[src/rtl/lift_pkg.sv]
// lift_pkg
// Shared constants and types for the lift call panel and the lift core.
//   FLOORS  : number of floors / call buttons
//   FLOOR_W : width of a floor index
//   floor_t : floor index type
//   issue_state_e : request issuer states (IDLE, OFFER)
package lift_pkg;

    localparam int FLOORS  = 8;
    localparam int FLOOR_W = $clog2(FLOORS);

    typedef logic [FLOOR_W-1:0] floor_t;

    typedef enum logic {
        IDLE,
        OFFER
    } issue_state_e;

endpackage

[src/rtl/lift_btn_debounce.sv]
// lift_btn_debounce
// One call button: two-flop synchroniser followed by a debounce counter.
// Emits a single-cycle press event on each rising edge of the debounced level.
//   clk_i   : clock
//   rst_ni  : asynchronous active-low reset
//   btn_i   : raw asynchronous button level, 1 = pressed
//   press_o : one-cycle pulse after the debounced level rises
module lift_btn_debounce #(
    parameter int DEBOUNCE_CYCLES = 4
) (
    input  logic clk_i,
    input  logic rst_ni,
    input  logic btn_i,
    output logic press_o
);

    localparam logic [3:0] CNT_MAX = 4'(DEBOUNCE_CYCLES);

    logic       sync1_q;
    logic       sync2_q;
    logic       level_q;
    logic       level_d;
    logic       levelPrev_q;
    logic [3:0] cnt_q;
    logic [3:0] cnt_d;

    // A sample that differs from the debounced level is counted; once
    // DEBOUNCE_CYCLES such samples are banked, the next differing sample
    // flips the level. Any sample matching the level clears the count.
    always_comb begin
        level_d = level_q;
        cnt_d   = '0;
        if (sync2_q != level_q) begin
            if (cnt_q == CNT_MAX) begin
                level_d = ~level_q;
            end else begin
                cnt_d = cnt_q + 4'd1;
            end
        end
    end

    // Synchroniser, debounce state and the delayed level for edge detection.
    always_ff @(posedge clk_i or negedge rst_ni) begin
        if (!rst_ni) begin
            sync1_q     <= 1'b0;
            sync2_q     <= 1'b0;
            level_q     <= 1'b0;
            levelPrev_q <= 1'b0;
            cnt_q       <= '0;
        end else begin
            sync1_q     <= btn_i;
            sync2_q     <= sync1_q;
            level_q     <= level_d;
            levelPrev_q <= level_q;
            cnt_q       <= cnt_d;
        end
    end

    assign press_o = level_q & ~levelPrev_q;

endmodule

[src/rtl/lift_call_panel.sv]
// lift_call_panel
// Call-button front end for the lift controller. Debounces the floor buttons,
// latches presses as pending calls with lamps, and offers calls one at a time
// to the lift core over a valid/ready handshake.
//   clk_i            : clock
//   rst_ni           : asynchronous active-low reset
//   btn_i            : raw button levels, one per floor
//   current_floor_i  : floor reported by the lift core
//   door_i           : lift core door status, 1 = open
//   emergency_stop_i : suspends issuing while high
//   req_ready_i      : lift core accepts the offered request
//   req_valid_o      : a request is being offered
//   req_floor_o      : offered floor, meaningful while req_valid_o
//   lamp_o           : call lamp per floor, 1 = call pending
//   pending_cnt_o    : number of lit lamps
module lift_call_panel
    import lift_pkg::*;
#(
    parameter int DEBOUNCE_CYCLES = 4
) (
    input  logic              clk_i,
    input  logic              rst_ni,
    input  logic [FLOORS-1:0] btn_i,
    input  floor_t            current_floor_i,
    input  logic              door_i,
    input  logic              emergency_stop_i,
    input  logic              req_ready_i,
    output logic              req_valid_o,
    output floor_t            req_floor_o,
    output logic [FLOORS-1:0] lamp_o,
    output logic [3:0]        pending_cnt_o
);

    // First set bit of cand searching upward from last+1, wrapping round.
    function automatic floor_t rrSelect(input logic [FLOORS-1:0] cand, input floor_t last);
        floor_t sel;
        logic   found;
        sel   = '0;
        found = 1'b0;
        for (int i = 1; i <= FLOORS; i++) begin
            floor_t idx;
            idx = floor_t'((int'(last) + i) % FLOORS);
            if (!found && cand[idx]) begin
                sel   = idx;
                found = 1'b1;
            end
        end
        return sel;
    endfunction

    function automatic logic [3:0] popCount(input logic [FLOORS-1:0] v);
        logic [3:0] cnt;
        cnt = '0;
        for (int i = 0; i < FLOORS; i++) begin
            cnt = cnt + {3'b000, v[i]};
        end
        return cnt;
    endfunction

    logic [FLOORS-1:0] press;
    logic [FLOORS-1:0] serviceMask;
    logic [FLOORS-1:0] candidates;
    logic [FLOORS-1:0] lamp_q;
    logic [FLOORS-1:0] lamp_d;
    logic [FLOORS-1:0] unsent_q;
    logic [FLOORS-1:0] unsent_d;
    issue_state_e      state_q;
    issue_state_e      state_d;
    floor_t            reqFloor_q;
    floor_t            reqFloor_d;
    floor_t            lastIssued_q;
    floor_t            lastIssued_d;
    logic              offerServiced;

    for (genvar g = 0; g < FLOORS; g++) begin : gen_btn
        lift_btn_debounce #(
            .DEBOUNCE_CYCLES(DEBOUNCE_CYCLES)
        ) u_debounce (
            .clk_i  (clk_i),
            .rst_ni (rst_ni),
            .btn_i  (btn_i[g]),
            .press_o(press[g])
        );
    end

    // The floor whose door is open is being serviced; its call is cleared.
    always_comb begin
        serviceMask = '0;
        if (door_i) begin
            serviceMask[current_floor_i] = 1'b1;
        end
    end

    // A floor that is being serviced right now is never offered.
    assign candidates    = unsent_q & ~serviceMask;
    assign offerServiced = door_i && (current_floor_i == reqFloor_q);

    // Call bookkeeping and issuer. A press on an already-lit floor is ignored
    // so that a call already handed to the core is not sent twice. Service is
    // applied last so it overrides a simultaneous press or offer. A completed
    // handshake takes precedence over withdrawal, since the core has the call.
    always_comb begin
        state_d      = state_q;
        reqFloor_d   = reqFloor_q;
        lastIssued_d = lastIssued_q;
        unsent_d     = unsent_q | (press & ~lamp_q);
        lamp_d       = (lamp_q | press) & ~serviceMask;
        case (state_q)
            IDLE: begin
                if (!emergency_stop_i && (candidates != '0)) begin
                    reqFloor_d = rrSelect(candidates, lastIssued_q);
                    state_d    = OFFER;
                end
            end
            OFFER: begin
                if (req_ready_i) begin
                    unsent_d[reqFloor_q] = 1'b0;
                    lastIssued_d         = reqFloor_q;
                    state_d              = IDLE;
                end else if (emergency_stop_i || offerServiced) begin
                    state_d = IDLE;
                end
            end
        endcase
        unsent_d = unsent_d & ~serviceMask;
    end

    // Panel state registers; lastIssued resets to the top floor so the first
    // search starts at floor 0.
    always_ff @(posedge clk_i or negedge rst_ni) begin
        if (!rst_ni) begin
            state_q      <= IDLE;
            reqFloor_q   <= '0;
            lastIssued_q <= floor_t'(FLOORS - 1);
            lamp_q       <= '0;
            unsent_q     <= '0;
        end else begin
            state_q      <= state_d;
            reqFloor_q   <= reqFloor_d;
            lastIssued_q <= lastIssued_d;
            lamp_q       <= lamp_d;
            unsent_q     <= unsent_d;
        end
    end

    assign req_valid_o   = (state_q == OFFER);
    assign req_floor_o   = reqFloor_q;
    assign lamp_o        = lamp_q;
    assign pending_cnt_o = popCount(lamp_q);

endmodule

[config.mk]
export PLATFORM = sky130hd
export DESIGN_NAME = lift_call_panel
export DESIGN_NICKNAME = d
export VERILOG_FILES = /design/src/rtl/lift_pkg.sv /design/src/rtl/lift_btn_debounce.sv /design/src/rtl/lift_call_panel.sv
export SDC_FILE = /design/constraint.sdc
export NUM_CORES = 1
export LEC_CHECK = 0
export BUFFER_PORTS_ARGS = -buffer_cell sky130_fd_sc_hd__buf_2
export CAP_MARGIN = 30
export CORE_UTILIZATION = 55
export DETAILED_ROUTE_END_ITERATION = 8
export PLACE_DENSITY_LB_ADDON = 0.25
export SLEW_MARGIN = 30
export SYNTH_ARGS = -nofsm -noshare
export SYNTH_HDL_FRONTEND = slang
export SYNTH_SLANG_ARGS = --single-unit
[constraint.sdc]
create_clock -name clk_i -period 4.2 [get_ports clk_i]
set_input_delay 0.42 -clock clk_i [delete_from_list [all_inputs] [get_ports clk_i]]
set_output_delay 0.42 -clock clk_i [all_outputs]
set_load 0.02 [all_outputs]
==> results.json, run 1 <==
{
  "status": "finished clean",
  "detail_route.wl_per_cell_um": 16.3,
  "clk_pin_slew_worst_paths_ns": 0.10,
  "vias_per_cell": 5.90,
  "path_delay_family": "adder cells",
  "drive_gt1_frac": 0.158,
  "synth_cell_types": 65,
  "grt_usage": 0.241,
  "synth_seq_cells": 87,
  "max-slew-margin-rel": 0.517,
  "netlist_top_cells_area": "dfrtp_1, ha_1, inv_1",
  "start_util": 0.566,
  "synth_xor_area_frac": 0.0303,
  "drt-initial-drc-count": 222,
  "cts-buffers-inserted": 9,
  "skew_ns": 0.00943,
  "die_area_um2": 9310,
  "synth_top_area_frac": 0.428,
  "worstSetupEndpointType": "primary output",
  "synth_seq_area_share": 0.444,
  "diodes": 0,
  "portBuffers": 31,
  "worstHoldPathType": "input pin to async pin",
  "finalHoldViolations": 0,
  "clock-root-buffer": "clkbuf_8",
  "yosysTopAreaCell": "dfrtp_1",
  "wl_um": 10100,
  "grt_pass1_vias": 3542,
  "crit_arrival_ns": 3.25,
  "drtPass1Iterations": 5,
  "slowest_stage": "fa_1",
  "synth_area_um2": 4910,
  "synth_edf_count": 0,
  "dieWidth_um": 96.5,
  "tightest_slew_ns": 0.722,
  "yosys_most_used_dff": "dfrtp_1",
  "clkLatencyLatePin_ns": 0.36,
  "clock-sinks": 87,
  "synthMuxAreaShare": 0.0838,
  "n_fill_cell": 735,
  "crit_path_max_fanout": 4,
  "io_pins": 32,
  "avgSynthCellArea_um2": 10.2,
  "synth_warnings": 0,
  "cts_setup_buffers": 0,
  "fin_crit_ns": 3.67,
  "antenna_found_initial": 0,
  "async_reset_ff_frac": 1.00,
  "reg2reg_slack_ns": 0.79,
  "worstReg2RegStart": "lastIssued_q[1]",
  "grt_max_degree": 53,
  "overflow": 0,
  "syn_inst": 481,
  "dpl.hpwl_um": 7330,
  "detail-route-antenna-nets": 0,
  "yosys.area_share.simple": 0.165,
  "nNetsFinal": 548,
  "finalCritPeriodShare": 0.875,
  "required_ns": 3.78,
  "tns_ns": 0,
  "core_area_um2": 8680,
  "place.gp.congestion": 0.875,
  "synth_top_family_by_area": "simple AND/OR/NAND/NOR gates",
  "grt_pass1_wl_um": 16900,
  "ctsHoldBuffers": 0,
  "critPathKind": "flop to primary output",
  "yosys.area_share.adder": 0.0698,
  "clockBufferDepth": 2,
  "rsz0062_at_grt": "false",
  "synth_compound_area_frac": 0.142,
  "cts_resized": 0,
  "r2r_cells": 8,
  "route.detailed.drc": 0,
  "rr_endpoint": "req_floor_o[0]",
  "htreeDepth": 3,
  "vias": 3661,
  "synth.net_count": 522,
  "area_delta_synth_final_pct": 8.15,
  "fmaxAchievable_ghz": 0.272,
  "cp_cell_sequence": "fa_1 > inv_1 > fa_1 > fa_1 > inv_1 > ha_1 > inv_1 > fa_1 > inv_1 > buf_2",
  "setup_viol": 0,
  "maxSlewViolCount": 0,
  "worst-path-buf-inv": 5,
  "die_height_um": 96.5,
  "num_rows": 34,
  "cts_tree": "built",
  "cpPeakStageDelay_ns": 0.55,
  "cp-start-kind": "flop",
  "cap_violations": 0
}
==> Yosys cell counts, types with 4 or more instances <==
library cell  count
xnor2_1          15
dfrtp_1          84
inv_1            54
mux2i_1           7
buf_6             4
o32a_1            5
a21oi_1          25
fa_1              4
a32o_1            4
nand3_1          14
buf_2             9
mux2_2           14
nand2_1          36
nor3b_1           4
nor2b_1          15
ha_1             21
o32ai_1           9
nor3_1           14
clkbuf_1          5
nand3b_1          7
nand2b_1         10
a211oi_1          4
o21ai_0           9
a32oi_1           4
nor2_1           38
mux4_2            7
o22ai_1           6
==> cell usage in the layout (no fill, tap or decap), types with 10 or more instances in the layout <==
cell type,netlist,final
a21oi_1,25,25
buf_2,9,30
dfrtp_1,84,84
ha_1,21,21
inv_1,54,54
mux2_2,14,14
nand2_1,36,36
nand2b_1,10,10
nand3_1,14,14
nor2_1,38,38
nor2b_1,15,15
nor3_1,14,14
xnor2_1,15,15
==> worst max path at each step <==
| stage | startpoint | end | slack [ns] | depth (start not counted) |
|---|---|---|---|---|
| after CTS | lamp_o[0] | pending_cnt_o[1] | 0.49 | 10 |
| final | lamp_o[0] | pending_cnt_o[1] | 0.53 | 10 |
| after floorplan | lamp_o[0] | pending_cnt_o[2] | 0.82 | 9 |
| after global routing | lamp_o[0] | pending_cnt_o[2] | 0.35 | 10 |
| after global placement | lamp_o[0] | pending_cnt_o[2] | 0.96 | 10 |
| after detailed placement | lastIssued_q[1] | req_floor_o[1] | 0.89 | 9 |
==> through the flow <==
| step | hold WS (ns) | worst slack [ns] | cell area [µm²] | util | instances |
|---|---|---|---|---|---|
| 2_1_floorplan | 0.124 | 0.824 | 4910 | - | 481 |
| 6_report | 0.0663 | 0.526 | 5310 | 0.612 | 620 |
| 4_1_cts | 0.0824 | 0.487 | 5310 | 0.612 | 620 |
| 3_3_place_gp | 0.333 | 0.959 | 5110 | 0.589 | 604 |
| 3_5_place_dp | 0.335 | 0.892 | 5110 | 0.589 | 604 |
| 5_1_grt | 0.113 | 0.351 | 5310 | 0.612 | 620 |
==> registers in the layout, indices dropped and copies added (netlist names) <==
register,flops
unsent_q,8
lamp_o,8
req_valid_o,1
gen_btn.u_debounce.levelPrev_q,8
gen_btn.u_debounce.cnt_q,32
gen_btn.u_debounce.level_q,8
req_floor_o,3
gen_btn.u_debounce.sync1_q,8
gen_btn.u_debounce.sync2_q,8
lastIssued_q,3
==> final cells by class <==
cell class / count / area [µm²] / area share
Multi-Input combinational cell: 321 / 2410 / 0.454
Timing Repair Buffer: 34 / 180 / 0.0339
Tap cell: 108 / 135 / 0.0254
Sequential cell: 87 / 2180 / 0.411
Clock inverter: 7 / 77.6 / 0.0146
Inverter: 54 / 203 / 0.0382
Clock buffer: 9 / 124 / 0.0233
==> kinds of logic (layout without fill, tap and decap cells) <==
logic type | Yosys count | in the layout
adder cells (fa/ha/maj) | 25 | 25
buffers and inverters | 73 | 104
XOR/XNOR | 17 | 17
AND/OR/NAND/NOR | 154 | 154
AO/OA/AOI/OAI | 96 | 96
multiplexers | 29 | 29
flip-flops | 87 | 87
==> metal layers <==
metal | up-vias | share of wire | global-route usage
met1 | 1775 | 0.44 | 0.319
met3 | 16 | 0.060 | 0.0610
met5 | - | 0 | 0
li1 | 1749 | - | -
met2 | 121 | 0.48 | 0.388
met4 | 0 | 0.019 | 0.0821
==> worst reg2reg max path: stages (launching register included) <==
cell,delay [ns]
dfstp_2,0.77
inv_1,0.25
ha_1,0.56
o32ai_1,0.74
mux4_2,0.38
o21ai_0,0.10
a21oi_1,0.21
a2111oi_2,0.06
o31ai_1,0.25
Power of run 1 is not shown: default switching activity piles up to over one toggle a cycle in this logic, so the estimate is an artifact.
==> run 2, diff against run 1 <==
- BUFFER_PORTS_ARGS: -buffer_cell sky130_fd_sc_hd__buf_2 -> unset
- DONT_BUFFER_PORTS: unset -> 1
- clock period: 4.2 -> 4.4 ns (I/O delays scaled with it)
==> run 2 against run 1 <==
Against the previous run:
- wire length decreased by 4.8%
- sequential cell count is the same
- clock-buffer cell count grew 1
- core utilization decreased by 1.5 points
- worst setup slack got worse by 0.037 ns
- register-to-register slack better by 0.12 ns
- die area did not move
- hold slack improved by 0.027 ns
- global-route usage decreased by 1.1 points
==> results.json, run 2 (synthesized netlist as in run 1, its figures left out) <==
{
  "cpPeakStageDelay_ns": 0.58,
  "diodes": 0,
  "grt_max_degree": 88,
  "die_height_um": 96.5,
  "drive_gt1_frac": 0.104,
  "cp-start-kind": "flop",
  "route.detailed.drc": 0,
  "htreeDepth": 3,
  "crit_path_max_fanout": 4,
  "cts_setup_buffers": 0,
  "drtPass1Iterations": 6,
  "cts_resized": 0,
  "hp-start": "btn_i[2]",
  "seqPwrFrac": 0.330,
  "largest-register": "gen_btn.u_debounce.cnt_q",
  "min_to": "gen_btn[2].u_debounce.sync1_q",
  "start_util": 0.566,
  "num_rows": 34,
  "grt_pass1_wl_um": 16100,
  "worstSetupEndpointType": "primary output",
  "r2r_cells": 9,
  "detail-route-antenna-nets": 0,
  "clockBufferDepth": 2,
  "area_delta_synth_final_pct": 5.45,
  "worstHoldPathCells": 0,
  "tns_ns": 0,
  "n_fill_cell": 731,
  "slowest_stage": "fa_1",
  "power.switching_w": 0.00213,
  "hold_ws_ns": 0.0928,
  "rsz0062_at_grt": "false",
  "fmaxAchievable_ghz": 0.256,
  "dpl.hpwl_um": 6860,
  "overflow": 0,
  "clkLatencyLatePin_ns": 0.36,
  "tightest_slew_ns": 0.613,
  "crit_top_cell": "fa_1",
  "p_int_w": 0.00233,
  "finalHoldViolations": 0,
  "antenna_found_initial": 0,
  "pre_cts_ws_ns": 0.868,
  "status": "finished clean",
  "portBuffers": 0,
  "multi_input_area_um2": 2410,
  "clk_pin_slew_worst_paths_ns": 0.10,
  "swShare": 0.478,
  "crit_arrival_ns": 3.47,
  "seqCellArea_um2": 2180,
  "path_delay_family": "adder cells",
  "vias_per_cell": 6.01,
  "required_ns": 3.96,
  "drt-initial-drc-count": 173,
  "clock-sinks": 87,
  "cts_tree": "built",
  "pwr-share-clk": 0.123,
  "final_cell_mix": "dfrtp_1, inv_1, nor2_1, nand2_1, a21oi_1",
  "peakVddDrop_mv": 0.441,
  "pwr-share-comb": 0.547,
  "detail_route.wl_per_cell_um": 16.3,
  "finalCritPeriodShare": 0.889,
  "grt_usage": 0.231,
  "final_common_cell": "dfrtp_1",
  "cap_violations": 0,
  "io_pins": 32,
  "worst-path-buf-inv": 3,
  "reg2reg_slack_ns": 0.91,
  "nNetsFinal": 518,
  "maxSlewViolCount": 0,
  "max-slew-margin-rel": 0.591,
  "critPathKind": "flop to primary output",
  "setup_viol": 0,
  "vias": 3544,
  "core_area_um2": 8680,
  "grt_pass1_vias": 3440,
  "rr_endpoint": "req_floor_o[1]",
  "cts-buffers-inserted": 9,
  "worstHoldPathType": "input pin to flop",
  "wl_um": 9610,
  "dieWidth_um": 96.5,
  "finalWorstSetupSlack_ns": 0.489,
  "worstReg2RegStart": "lastIssued_q[1]",
  "cp_cell_sequence": "fa_1 > inv_1 > fa_1 > fa_1 > inv_1 > ha_1 > inv_1 > fa_1 > xnor2_1",
  "place.gp.congestion": 0.929,
  "fin_crit_ns": 3.91,
  "die_area_um2": 9310,
  "skew_ns": 0.00729,
  "cp.depth": 9,
  "clock-root-buffer": "clkbuf_8",
  "cellPowerDensity_nw_per_um2": 862,
  "p_leak_nw": 2.28,
  "largest_reg_flops": 32
}
==> run 2: changes by cell type in the layout (fill, tap and decap cells not counted), moves of 2 or more <==
cell / previous run / this run
buf_4: 4 / 2
clkinv_2: 2 / 0
inv_8: 1 / 3
inv_6: 3 / 1
buf_2: 30 / 0
==> run 2: power by group through the flow <==
stage               logic [W]  registers [W]  clock network (W)
finish                0.00244        0.00147           0.000551
global route          0.00271        0.00152           0.000594
CTS                   0.00243        0.00146           0.000571
detailed placement    0.00240        0.00148                  0
global placement      0.00234        0.00147                  0
floorplan             0.00211        0.00131                  0
==> run 2: final cells by class <==
cell class	instances	share of cell area
clock buffer	10	0.0266
tap	108	0.0261
sequential	87	0.421
timing repair buffer	4	0.0101
clock inverter	6	0.0114
multi-input combinational	321	0.466
inverter	54	0.0391
==> run 2: worst reg2reg max path: cells and delay by family, from the launching register on <==
family	cells	cell delay, ns
multiplexers	2	0.53
AND/OR/NAND/NOR	3	0.70
adder cells (fa/ha/maj)	1	0.73
AO/OA/AOI/OAI	2	0.39
flip-flops	1	0.78
buffers and inverters	1	0.25
==> run 2: metrics by stage <==
| step | instances | cell area, µm² | power [W] | util |
|---|---|---|---|---|
| 3_3_place_gp | 572 | 4940 | 0.00381 | 0.570 |
| 6_report | 590 | 5180 | 0.00447 | 0.597 |
| 2_1_floorplan | 481 | 4910 | 0.00342 | - |
| 3_5_place_dp | 572 | 4940 | 0.00388 | 0.570 |
| 4_1_cts | 590 | 5180 | 0.00447 | 0.597 |
| 5_1_grt | 590 | 5180 | 0.00482 | 0.597 |
==> run 2: worst max path at each step <==
stage	start	endpoint	slack, ns
final	lamp_o[0]	pending_cnt_o[2]	0.49
after global placement	lamp_o[0]	pending_cnt_o[2]	0.92
after detailed placement	lamp_o[0]	pending_cnt_o[2]	0.87
after CTS	lamp_o[0]	pending_cnt_o[2]	0.45
after global routing	lamp_o[0]	pending_cnt_o[2]	0.36
after floorplan	lamp_o[0]	pending_cnt_o[2]	1.00
==> run 2: repair_timing <==
action                     4_1_cts  5_1_grt
hold endpoints to repair        87        0
setup endpoints to repair        0        0
hold buffers                     2        0
==> run 2: layer usage <==
layer / GRT usage / vias to the layer above / routed length, µm
met5: 0 / - / 0
met4: 0.0931 / 0 / 265
met3: 0.0595 / 31 / 656
met2: 0.379 / 113 / 4570
met1: 0.291 / 1711 / 4120
li1: - / 1689 / -
No activity file was read; power rests on OpenSTA's default activity.
==> run 3, diff against run 2 <==
- CORE_UTILIZATION: 55 -> 50
==> run 3 against run 2 <==
Against the previous run:
- sequential cell count stayed put
- die area is 9.8% higher
- via count is 0.71% higher
- first-iteration DRC count is 6.9% lower
- hold slack worse by 0.0028 ns
- largest cell class unchanged
- wire length is 2.9% higher
- worst setup slack worse by 0.021 ns
- clock skew is 0.0018 ns higher
- global-route usage is 1.9 points lower
- core utilization is 4.0 points lower
- sequential share of layout area is 0.32 points lower
- critical path type unchanged
==> results.json, run 3 (synthesized netlist as in run 1, its figures left out) <==
{
  "status": "finished clean",
  "final_cell_mix": "dfrtp_1, inv_1, nor2_1, nand2_1, a21oi_1",
  "route.detailed.drc": 0,
  "worstReg2RegStart": "lastIssued_q[1]",
  "clock-root-buffer": "clkbuf_8",
  "io_pins": 32,
  "tns_ns": 0,
  "cap_violations": 0,
  "drive_gt1_frac": 0.104,
  "cts-buffers-inserted": 9,
  "worstHoldPathType": "input pin to flop",
  "placed_cell_area_um2": 4970,
  "max-slew-margin-rel": 0.538,
  "num_rows": 35,
  "instances_no_fill": 611,
  "hold_ws_ns": 0.0900,
  "required_ns": 3.96,
  "portBuffers": 0,
  "rsz0062_at_grt": "false",
  "grt_max_degree": 88,
  "final_common_cell": "dfrtp_1",
  "clk_pin_slew_worst_paths_ns": 0.10,
  "fin_crit_ns": 3.93,
  "clockBufferDepth": 2,
  "crit_path_max_fanout": 4,
  "start_util": 0.524,
  "drt-initial-drc-count": 161,
  "wl_um": 9890,
  "vias_per_cell": 5.84,
  "diodes": 0,
  "detail-route-antenna-nets": 0,
  "cp-start-kind": "flop",
  "htreeDepth": 3,
  "dp_cells": 593,
  "nNetsFinal": 518,
  "die_area_um2": 10200,
  "hp-start": "btn_i[5]",
  "dpl.hpwl_um": 7040,
  "startpoint": "lamp_o[0]",
  "place.gp.congestion": 0.857,
  "critPathKind": "flop to primary output",
  "largest-register": "gen_btn.u_debounce.cnt_q",
  "die_height_um": 101,
  "grt_usage": 0.211,
  "setup_viol": 0,
  "grt_pass1_wl_um": 16500,
  "finalCritPeriodShare": 0.894,
  "finalHoldViolations": 0,
  "detail_route.wl_per_cell_um": 16.2,
  "fin_area_um2": 5220,
  "drtPass1Iterations": 4,
  "cts_setup_buffers": 0,
  "ctsHoldBuffers": 2,
  "cts_tree": "built",
  "antenna_found_initial": 0,
  "largest_reg_flops": 32,
  "n_fill_cell": 846,
  "tightest_slew_ns": 0.692,
  "worstHoldPathCells": 0,
  "clock-sinks": 87,
  "fmaxAchievable_ghz": 0.254,
  "skew_ns": 0.00907,
  "maxSlewViolCount": 0,
  "cts_resized": 0,
  "grt_pass1_vias": 3373,
  "clkLatencyLatePin_ns": 0.36,
  "crit_arrival_ns": 3.49,
  "r2r_cells": 8,
  "dieWidth_um": 101,
  "core_area_um2": 9370,
  "vias": 3569,
  "overflow": 0,
  "worstSetupEndpointType": "primary output",
  "area_delta_synth_final_pct": 6.27
}
## run 3: path summary, 6_finish.rpt
kind,to,slack (ns)
setup / recovery,pending_cnt_o[2],0.47
hold / removal,gen_btn[5].u_debounce.sync1_q,0.09
setup reg to reg,req_floor_o[0],0.94
hold reg to reg,gen_btn[1].u_debounce.sync2_q,0.35
max in group asynchronous,lastIssued_q[0],3.36
min in group asynchronous,gen_btn[1].u_debounce.cnt_q[3],0.69
## run 3: layer usage
metal,wire length (µm),part of all wire,up-vias,GRT usage
li1,-,-,1693,-
met1,4250,0.43,1741,0.270
met2,4630,0.47,115,0.343
met3,790,0.080,20,0.0680
met4,214,0.022,0,0.0658
met5,0,0,-,0
## run 3: cell type report
class	instances	area, µm²	area share
clock inverter	7	86.3	0.0165
inverter	54	203	0.0388
timing repair buffer	4	52.6	0.0101
multi-input combinational	321	2410	0.462
sequential	87	2180	0.418
tap	129	161	0.0309
clock buffer	9	124	0.0237
## run 3: worst max-delay path: stages, from the launching register on
cell	delay (ns)
dfrtp_1	0.51
fa_1	0.58
inv_1	0.05
fa_1	0.49
fa_1	0.40
inv_1	0.06
ha_1	0.16
inv_1	0.06
fa_1	0.37
xnor2_1	0.46
## run 3: per-stage QoR
stage,worst slack (ns),util
4_1_cts,0.425,0.557
5_1_grt,0.308,0.557
6_report,0.467,0.557
3_5_place_dp,0.830,0.530
2_1_floorplan,1.00,-
3_3_place_gp,0.852,0.530
Power of run 3 is left out for the same reason.
